### config.mk
export PLATFORM = sky130hd
export DESIGN_NAME = trv_port_arbiter
export DESIGN_NICKNAME = d
export VERILOG_FILES = /design/src/rtl/trv_port_arbiter.sv
export SDC_FILE = /design/constraint.sdc
export NUM_CORES = 1
export LEC_CHECK = 0
export ABC_AREA = 1
export CAP_MARGIN = 0
export CORE_AREA = 2 2 172 174
export CTS_CLUSTER_SIZE = 20
export DETAILED_ROUTE_END_ITERATION = 12
export DIE_AREA = 0 0 174 176
export SYNTH_ARGS = -nofsm -noshare
export SYNTH_HDL_FRONTEND = slang
export SYNTH_SLANG_ARGS = --single-unit
### constraint.sdc
create_clock -name clk -period 7.2 [get_ports clk]
set_input_delay 1.8 -clock clk [delete_from_list [all_inputs] [get_ports clk]]
set_output_delay 1.8 -clock clk [all_outputs]
set_load 0.01 [all_outputs]
### src/rtl/trv_port_arbiter.sv
// Round-robin merge of per-thread init-request streams into one traversal core,
// with TID-based routing of traversal responses and a per-thread in-flight quota.
module trv_port_arbiter #(
  parameter int NUM_THREADS    = 4,
  parameter int TID_WIDTH      = 2,
  parameter int INIT_REQ_WIDTH = 64,
  parameter int TRV_RESP_WIDTH = 48,
  parameter int MAX_INFLIGHT   = 8
) (
  input  logic                                  clk,
  input  logic                                  arst_n,
  input  logic [NUM_THREADS-1:0]                init_req_in_empty_n,
  output logic [NUM_THREADS-1:0]                init_req_in_read,
  input  logic [NUM_THREADS*INIT_REQ_WIDTH-1:0] init_req_in_dout,
  input  logic                                  init_req_out_full_n,
  output logic                                  init_req_out_write,
  output logic [INIT_REQ_WIDTH-1:0]             init_req_out_din,
  input  logic                                  trv_resp_in_empty_n,
  output logic                                  trv_resp_in_read,
  input  logic [TRV_RESP_WIDTH-1:0]             trv_resp_in_dout,
  input  logic [NUM_THREADS-1:0]                trv_resp_out_full_n,
  output logic [NUM_THREADS-1:0]                trv_resp_out_write,
  output logic [TRV_RESP_WIDTH-1:0]             trv_resp_out_din,
  output logic                                  err
);

  localparam int PTR_W = (NUM_THREADS > 1) ? $clog2(NUM_THREADS) : 1;
  localparam int CNT_W = $clog2(MAX_INFLIGHT + 1);
  localparam logic [CNT_W-1:0] CNT_MAX = CNT_W'(MAX_INFLIGHT);
  localparam logic [NUM_THREADS-1:0] ONE_HOT0 = NUM_THREADS'(1);

  logic [PTR_W-1:0]       rr_ptr;
  logic [CNT_W-1:0]       inflight [NUM_THREADS];
  logic [NUM_THREADS-1:0] eligible;
  logic                   gnt_vld;
  logic [PTR_W-1:0]       gnt_idx;
  logic                   gnt_fire;
  logic [TID_WIDTH-1:0]   rsp_tid;
  logic [NUM_THREADS-1:0] tgt_oh;
  logic                   tid_ok;
  logic                   tgt_ready;
  logic                   rsp_deliver;
  logic                   rsp_drop;

  // Eligibility uses the registered count, so a same-cycle response never unblocks a full thread
  always_comb begin
    eligible = '0;
    for (int i = 0; i < NUM_THREADS; i++) begin
      eligible[i] = init_req_in_empty_n[i] && (inflight[i] < CNT_MAX);
    end
  end

  always_comb begin
    int idx;
    idx     = 0;
    gnt_vld = 1'b0;
    gnt_idx = '0;
    for (int k = 0; k < NUM_THREADS; k++) begin
      idx = int'(rr_ptr) + k;
      if (idx >= NUM_THREADS) idx = idx - NUM_THREADS;
      if (!gnt_vld && |(eligible & (ONE_HOT0 << idx))) begin
        gnt_vld = 1'b1;
        gnt_idx = PTR_W'(idx);
      end
    end
  end

  assign gnt_fire           = arst_n && init_req_out_full_n && gnt_vld;
  assign init_req_in_read   = gnt_fire ? (ONE_HOT0 << gnt_idx) : '0;
  assign init_req_out_write = gnt_fire;
  assign init_req_out_din   = init_req_in_dout[gnt_idx*INIT_REQ_WIDTH +: INIT_REQ_WIDTH];

  // Out-of-range TIDs shift the one-hot to zero, so they never select a target
  assign rsp_tid            = trv_resp_in_dout[TID_WIDTH-1:0];
  assign tid_ok             = int'(rsp_tid) < NUM_THREADS;
  assign tgt_oh             = ONE_HOT0 << rsp_tid;
  assign tgt_ready          = |(trv_resp_out_full_n & tgt_oh);
  assign rsp_deliver        = arst_n && trv_resp_in_empty_n && tid_ok && tgt_ready;
  assign rsp_drop           = arst_n && trv_resp_in_empty_n && !tid_ok;
  assign trv_resp_in_read   = rsp_deliver || rsp_drop;
  assign trv_resp_out_write = rsp_deliver ? tgt_oh : '0;
  assign trv_resp_out_din   = trv_resp_in_dout;

  always_ff @(posedge clk) begin
    if (!arst_n) begin
      rr_ptr <= '0;
      err    <= 1'b0;
      for (int i = 0; i < NUM_THREADS; i++) begin
        inflight[i] <= '0;
      end
    end else begin
      if (gnt_fire) begin
        rr_ptr <= (gnt_idx == PTR_W'(NUM_THREADS - 1)) ? '0 : gnt_idx + 1'b1;
      end
      if (rsp_drop) err <= 1'b1;
      for (int i = 0; i < NUM_THREADS; i++) begin
        if (trv_resp_out_write[i] && (inflight[i] == '0)) err <= 1'b1;
        case ({init_req_in_read[i], trv_resp_out_write[i]})
          2'b10:   inflight[i] <= inflight[i] + 1'b1;
          2'b01:   if (inflight[i] != '0) inflight[i] <= inflight[i] - 1'b1;
          default: ;
        endcase
      end
    end
  end

endmodule

# Yosys cells after proc, flatten, opt, wreduce, memory -nomap -nowiden
# Memories as Yosys holds them, arrays and structs flattened.
# Cells that the tools add are included.
dict set report totals {
  register_bits 3
  ram_bits 16
  inputBits 316
  output_inout_bits 123
  word_cells 144
  n_memories 1
}
# name words width read_ports rd_ports_with_merged_regs write_ports line_no
set mem_list {}
lappend mem_list {inflight 4 4 4 0 4 33} ;# logic [CNT_W-1:0] inflight [NUM_THREADS];
dict set report op_classes {
  n_addsub 16
  magnitude_cmp 8
  n_eq_ne 9
  shift 7
  muxes 56
  bitwise 13
  n_reduce_logical 32
}
# cell count
set op_table {}
lappend op_table {{256-bit by 9-bit variable part select with 64-bit output} 1}
lappend op_table {{32-bit 2-to-1 mux} 4}
lappend op_table {{1-bit by 32-bit << shifter with 4-bit output (first input constant)} 4}
lappend op_table {{4-bit 2-to-1 mux} 10}
lappend op_table {{1-bit 2-to-1 mux} 37}
lappend op_table {{4-bit bitwise AND} 5}
lappend op_table {{4-bit nonzero test} 5}
lappend op_table {{4-bit OR reduction} 5}
lappend op_table {{4-bit by 1-bit adder with 4-bit output (second input constant)} 4}
lappend op_table {{4-bit logical NOT} 4}
lappend op_table {{4-bit < comparator (second input constant)} 4}
lappend op_table {{4-bit by 1-bit subtractor with 4-bit output (second input constant)} 4}
lappend op_table {{1-bit logical AND} 15}
lappend op_table {{3-bit by 3-bit subtractor with 4-bit output (second input constant)} 3}
lappend op_table {{2-bit == test (second input constant)} 5}
lappend op_table {{2-bit 2-to-1 mux} 5}
lappend op_table {{3-bit greater-or-equal comparator (second input constant)} 3}
lappend op_table {{2-bit by 1-bit == test with 1-bit output (second input constant)} 4}
lappend op_table {{1-bit bitwise OR} 8}
lappend op_table {{1-bit by 2-bit << shifter with 4-bit output (first input constant)} 2}
lappend op_table {{2-bit by 2-bit adder with 3-bit output (second input constant)} 2}
lappend op_table {{2-bit by 3-bit subtractor with 4-bit output (second input constant)} 1}
lappend op_table {{2-bit by 1-bit adder with 3-bit output (second input constant)} 1}
lappend op_table {{2-bit by 3-bit greater-or-equal comparator with 1-bit output (second input constant)} 1}
lappend op_table {{other kinds (2)} 4}

# Logic depth before layout (Yosys ltp)
# Gate-level depths: netlist of the first run.
dict set report logic_depth {
  ltp_word 23
  mapped_depth 22
  depth_no_buf 22
}

# Least setup slack after synthesis of the first run
# Ideal clock, no wire load.
dict set report synth_timing {
  kind {input to output}
  startpoint {in init_req_in_empty_n[1]}
  endpoint {out init_req_in_read[3]}
  arrival_time_ps 3148
  t_required_ps 5400
  slack_ps 2252
  path_stages 13
  path_buffers 2
  path_cell_list {nand3_1 nand2_1 nor2_8 inv_2 nand2_4 nand2_1 nand2_2 nand3_2 buf_4 buf_4 ha_1 nand2_1 inv_1}
}
dict set report synth_via {
  elab_chain_cells 15
  word_cells_on_any_way 26
  cone_classes {shift: 1; mux: 9; bitwise: 4; reduce/logical: 12}
}
# item line_no
set synth_lines {}
lappend synth_lines {{start: declaration} 12} ;# input logic [NUM_THREADS-1:0] init_req_in_empty_n,
lappend synth_lines {{1-bit logical AND *} 49} ;# eligible[i] = init_req_in_empty_n[i] && (inflight[i] < CNT_MAX);
lappend synth_lines {{4-bit bitwise AND} 61} ;# if (!gnt_vld && |(eligible & (ONE_HOT0 << idx))) begin
lappend synth_lines {{4-bit OR reduction} 61}
lappend synth_lines {{1-bit 2-to-1 mux} 61}
lappend synth_lines {{1-bit logical NOT} 61}
lappend synth_lines {{1-bit logical AND} 61}
lappend synth_lines {{1-bit 2-to-1 mux} 61}
lappend synth_lines {{1-bit logical NOT} 61}
lappend synth_lines {{1-bit logical AND} 61}
lappend synth_lines {{1-bit 2-to-1 mux} 61}
lappend synth_lines {{1-bit logical NOT} 61}
lappend synth_lines {{1-bit logical AND} 61}
lappend synth_lines {{2-bit 2-to-1 mux or 1-bit 2-to-1 mux (tied branches)} 61}
lappend synth_lines {{1-bit by 2-bit << shifter with 4-bit output or 1-bit logical AND (tied branches)} {69, 68}}
lappend synth_lines {{4-bit 2-to-1 mux *} 69} ;# assign init_req_in_read = gnt_fire ? (ONE_HOT0 << gnt_idx) : '0;
lappend synth_lines {{end: declaration} 13} ;# output logic [NUM_THREADS-1:0] init_req_in_read,
# Mark *: on every way between the ends. The rest lies on a longest branch, timed or not.

# Worst setup path in the final report of the first run
dict set report layout_timing {
  startpoint {in init_req_in_empty_n[3]}
  endpoint {out init_req_out_din[3]}
}
dict set report layout_via {
  elab_chain_cells 14
  word_cells_on_any_way 23
  cone_classes {shift: 1; mux: 7; bitwise: 4; reduce/logical: 11}
}
# item line_no
set layout_lines {}
lappend layout_lines {{1-bit logical AND *} 49}
lappend layout_lines {{4-bit bitwise AND} 61}
lappend layout_lines {{4-bit OR reduction} 61}
lappend layout_lines {{1-bit 2-to-1 mux} 61}
lappend layout_lines {{1-bit logical NOT} 61}
lappend layout_lines {{1-bit logical AND} 61}
lappend layout_lines {{1-bit 2-to-1 mux} 61}
lappend layout_lines {{1-bit logical NOT} 61}
lappend layout_lines {{1-bit logical AND} 61}
lappend layout_lines {{1-bit 2-to-1 mux} 61}
lappend layout_lines {{1-bit logical NOT} 61}
lappend layout_lines {{1-bit logical AND} 61}
lappend layout_lines {{2-bit 2-to-1 mux *} 61}
lappend layout_lines {{256-bit by 9-bit variable part select with 64-bit output *} 71} ;# assign init_req_out_din = init_req_in_dout[gnt_idx*INIT_REQ_WIDTH +: INIT_REQ_WIDTH];
lappend layout_lines {{end: declaration} 17} ;# output logic [INIT_REQ_WIDTH-1:0] init_req_out_din,
# Marks and branches as above.

==> results of run 1 <==
final timing paths:
| kind | startpoint | endpoint | slack [ns] | depth (start not counted) |
|---|---|---|---|---|
| setup / recovery | init_req_in_empty_n[3] | init_req_out_din[3] | 0.50 | 12 |
| hold / removal | err | err | 0.52 | 2 |
| setup reg to reg | rr_ptr[0] | inflight[0][3] | 3.43 | 20 |
| hold reg to reg | err | err | 0.52 | 2 |
where the power goes:
part | internal, mW | switching [mW] | leakage (nW)
sequential | 0.153 | 0.0221 | 0.191
clock | 0.0753 | 0.0394 | 0.0382
combinational | 1.69 | 2.15 | 3.19
total | 1.92 | 2.21 | 3.42
state kept, by name, summed over array words and instances (netlist names):
register / flops
err: 1
inflight: 16
rr_ptr: 2
cells in the final DEF (no fill, tap or decap), types with 2 or more instances in the layout:
master	n
clkdlybuf4s50_1	346
nand2_1	102
inv_1	100
nor2_1	75
o21ai_0	66
o211ai_2	56
o21ai_1	46
nand3_1	26
o21ai_2	20
edfxtp_1	16
a21oi_1	14
ha_1	13
buf_4	12
nand2_2	10
xor2_1	9
o211ai_1	8
inv_2	6
nand3_2	6
nand4_1	3
nor4_1	3
nand4_2	3
fa_1	3
clkbuf_16	3
dfxtp_1	3
buf_12	3
nor2_4	2
nor2_8	2
nor3_1	2
kinds of logic after synthesis:
logic type               count (synthesis)  share of synthesized area, %
flip-flops                              19                         11.41
XOR/XNOR                                10                         1.849
adder cells (fa/ha/maj)                 16                         4.702
AO/OA/AOI/OAI                          216                         34.44
buffers and inverters                  198                         23.64
AND/OR/NAND/NOR                        241                         23.96
routing by layer:
| metal | GRT usage (%) | vias up | wire (um) |
|---|---|---|---|
| li1 | - | 2821 | - |
| met1 | 17.27 | 2540 | 9565 |
| met2 | 22.74 | 251 | 10340 |
| met3 | 2.842 | 21 | 1593 |
| met4 | 2.241 | 0 | 294 |
| met5 | 0 | - | 0 |
critical path: stages:
cell	delay (ns)
clkdlybuf4s50_1	0.50
nand3_1	0.13
nand2_1	0.07
nor2_2	0.24
nand4_1	0.16
nand2_2	0.13
nand2_2	0.11
nand2_8	0.34
buf_4	0.32
o21ai_0	0.10
o21ai_1	0.29
clkdlybuf4s50_1	0.66
cell type report:
cell class | count | area, sq um | share of cell area [%]
inverters | 106 | 397.9 | 4.854
clock buffers | 4 | 78.83 | 0.9617
multi-input cells | 483 | 3085 | 37.64
repair buffers | 361 | 3613 | 44.08
flip-flops and latches | 19 | 540.5 | 6.594
well taps | 384 | 480.5 | 5.862
metrics by stage:
step                      total power, mW  setup slack (ns)  instances  utilization [%]  area (sq um)
after floorplan                     2.499             2.252        700                -          4737
after global placement              4.048            0.5651       1353            28.44          8118
after detailed placement            4.054            0.5298       1353            28.44          8118
after CTS                           4.193            0.5206       1357            28.71          8197
after global routing                4.459            0.3671       1357            28.71          8197
final                               4.129            0.4986       1357            28.71          8197
==> run_results.csv, run 1 <==
group,metric,value,unit
outcome,status,"complete, no violations",
global_routing,overflow,0,
sta,fmax,0.1492,GHz
final_layout,area_growth,73.03,%
setup_path,worstPathRequired,5.40,ns
setup_path,arrival,4.90,ns
global_routing,grt_pass1_vias,5686,
clock_network,path_clk_slew,0.06,ns
synthesis,seq_area_frac_synth,11.41,%
synthesis,syn_avg_cell_area,6.767,sq um
final_layout,fill_cells,3165,
floorplanning,row_count,62,
clock_network,cts_buffer_depth,2,
clock_network,cts-htree-levels,1,
floorplanning,die_h,176,um
place,dp_hpwl,17.69,mm
final_layout,drive_gt1_share,13.57,%
power,p_per_area,503.7,nW/um^2
floorplanning,core-area,28550,sq um
sta,min_period_over_period,93.07,%
drt,drt-initial-drc-count,209,
drt,wl_per_cell,16.06,um
drt,routed_via_density,4.151,
floorplanning,die_w,174,um
power,leakagePower,3.420,nW
synthesis,yosysTopAreaCell,"o211ai_2",
clock_network,cts_num_sinks,19,
clock_network,cts_setup_buffers,0,
clock_network,cts_tree,"done",
setup_path,path_class,"input port to output pin",
clock_network,worst_skew_pair.late_latency,0.25,ns
floorplanning,ioPinCount,439,
setup_path,cp_max_fo,65,
place,port_buffers,346,
drt,vias,5633,
clock_network,cts-resized-gates,0,
synthesis,yosys_register_bits,19,
clock_network,root_buffer,"clkbuf_16",
sta,fin_tns_setup,0,ns
drt,wirelength,21.79,mm
setup_path,worst_setup_path_end_kind,"output pin",
synthesis,ys.flop_type,"edfxtp_1",
clock_network,cts_buffers,3,
sta,rsz0062_at_grt,"false",
sta,slew_headroom,66.34,%
synthesis,synth_edf_count,16,
synthesis,synth_common_cells,"nand2_1, inv_1, nor2_1",
synthesis,synth_cells,700,
synthesis,async_flop_share,0,%
drt,first_pass_iters,4,
sta,report.final.slew_viol_count,0,
synthesis,synth_most_common_cell,"nand2_1",
sta,final_hold_viol_count,0,
sta,worst-slew-pin-transition,0.5049,ns
drt,drcViolationCount,0,
place,place.gp.congestion,0.8192,
synthesis,syn-num-nets,1032,
floorplanning,die_area,30620,sq um
final_layout,num_antenna_cells,0,
sta,holdWs,0.5233,ns
setup_path,crit_path_start_kind,"input port",
global_routing,grt_max_degree,66,
min_path,worstHoldPathType,"flop to flop",
sta,period_minus_slack,6.701,ns
floorplanning,initial_core_util,16.59,%
sta,setup_viol,0,
drt,antenna_left,0,
final_layout,num-nets-final,1306,
global_routing,antenna_found_initial,0,
global_routing,grt_usage,13.24,%
global_routing,grt_pass1_wl,32.50,mm
synthesis,synth.top_cells.by_area,"o211ai_2, buf_4, edfxtp_1, nand2_1, inv_1",
synthesis,yosysTopAreaCellShare,14.79,%
sta,finClkSkew,0.004733,ns
run,cap_violations,0,
power,irDropWorstVdd,0.5566,mV
clock_network,hold_buffers,0,
synthesis,yosys_warnings,0,
synthesis,synth_area,4737,sq um
synthesis,synth_cell_type_count,44,
Note: power is estimated with default switching activity, not from simulation.
==> run 2, diff against run 1 <==
- GPL_TIMING_DRIVEN: default -> 0
==> run_results.csv, run 2 (synthesized netlist as in run 1, its figures left out) <==
group,metric,value,unit
global_routing,grt_pass1_vias,6220,
floorplanning,die_area,30620,sq um
sta,min_period_over_period,91.95,%
final_layout,drive_gt1_share,18.08,%
clock_network,hold_buffers,0,
floorplanning,ioPinCount,439,
run,cap_violations,0,
final_layout,area_growth,94.51,%
global_routing,grt_max_degree,12,
sta,fmax,0.1510,GHz
power,p_per_area,498.9,nW/um^2
global_routing,overflow,0,
power,leakagePower,3.940,nW
sta,holdWs,0.5128,ns
setup_path,crit_path_start_kind,"input port",
setup_path,arrival,4.82,ns
drt,wirelength,25.93,mm
clock_network,cts_buffers,3,
final_layout,fill_cells,3104,
sta,fin_tns_setup,0,ns
setup_path,cp_max_fo,10,
place,port_buffers,391,
sta,finClkSkew,0.004256,ns
sta,slew_headroom,56.43,%
sta,setup_viol,0,
drt,wl_per_cell,17.52,um
sta,worst-slew-pin-transition,0.6536,ns
drt,antenna_left,0,
final_layout,final_common_cell,"clkdlybuf4s50_1",
floorplanning,die_h,176,um
global_routing,antenna_found_initial,1,
final_layout,largest_reg_flops,16,
outcome,status,"complete, no violations",
clock_network,cts_buffer_depth,2,
drt,drcViolationCount,0,
power,irDropWorstVdd,0.1949,mV
clock_network,cts-resized-gates,0,
sta,report.final.slew_viol_count,0,
clock_network,cts_num_sinks,19,
place,dp_slack,0.6086,ns
final_layout,layout.cells.most_common_list,"clkdlybuf4s50_1, nand2_1, inv_1, nor2_1, o21ai_0",
clock_network,cts-htree-levels,1,
sta,setup_ws,0.5793,ns
drt,first_pass_iters,5,
drt,routed_via_density,4.205,
floorplanning,initial_core_util,16.59,%
setup_path,worst_setup_path_end_kind,"output pin",
sta,final_hold_viol_count,0,
clock_network,cts_setup_buffers,0,
clock_network,path_clk_slew,0.06,ns
clock_network,root_buffer,"clkbuf_16",
floorplanning,die_w,174,um
final_layout,reg.largest.list,"inflight: 16 flops, rr_ptr: 2 flops, err: 1 flops",
min_path,worstHoldPathType,"flop to flop",
setup_path,worstPathRequired,5.40,ns
place,place.gp.congestion,0.8863,
drt,vias,6224,
sta,rsz0062_at_grt,"false",
drt,drt-initial-drc-count,300,
global_routing,grt_usage,15.57,%
sta,period_minus_slack,6.621,ns
place,dp_hpwl,21.72,mm
clock_network,worst_skew_pair.late_latency,0.25,ns
global_routing,grt_pass1_wl,37.23,mm
floorplanning,row_count,62,
setup_path,path_class,"input port to output pin",
floorplanning,core-area,28550,sq um
final_layout,largest_register,"inflight",
final_layout,num-nets-final,1428,
clock_network,cts_tree,"done",
-- run 2: power breakdown --
group,switching [mW],internal [mW]
Combinational,2.41,1.90
Sequential,0.0205,0.153
Clock,0.0398,0.0744
-- run 2: final timing paths --
| check | endpoint | depth (start not counted) | from | slack, ns |
|---|---|---|---|---|
| min | err | 2 | err | 0.51 |
| max | init_req_out_din[55] | 12 | init_req_in_empty_n[3] | 0.58 |
| max reg2reg | inflight[1][3] | 20 | rr_ptr[0] | 3.69 |
| min reg2reg | err | 2 | err | 0.51 |
-- run 2: critical path, cell delays in order --
cell and delay [ns]:
clkdlybuf4s50_1 0.49, nand3_1 0.12, nand2_1 0.07, nor2_2 0.23
nand4_1 0.15, nand2_2 0.11, nand2_2 0.08, nand2_4 0.16
clkbuf_1 0.53, o21ai_0 0.16, o21ai_1 0.29, clkdlybuf4s50_1 0.62
-- run 2: layer usage --
metal	routed length [um]	track usage, %
met5	0	0
met4	269	1.611
met3	1667	2.842
met2	12730	28.17
met1	11260	19.87
-- run 2: final cells by class --
class	count	area (sq um)	share of cell area (%)
clock buffers	3	75.07	0.8148
clock inverters	1	5.005	0.05432
diodes	1	2.502	0.02716
multi-input cells	483	3077	33.39
plain buffers	92	721.9	7.835
repair buffers	391	3914	42.48
well taps	384	480.5	5.215
inverters	106	397.9	4.318
flip-flops and latches	19	540.5	5.866
-- run 2: per-stage QoR --
| step | instance area, sq um | power [mW] | cells | utilization, % |
|---|---|---|---|---|
| final | 9214 | 4.597 | 1480 | 32.28 |
| after global routing | 9211 | 4.926 | 1479 | 32.27 |
| after CTS | 9211 | 4.674 | 1479 | 32.27 |
| after detailed placement | 9131 | 4.529 | 1475 | 31.99 |
| after global placement | 9131 | 4.531 | 1475 | 31.99 |
| after floorplan | 4737 | 2.499 | 700 | - |
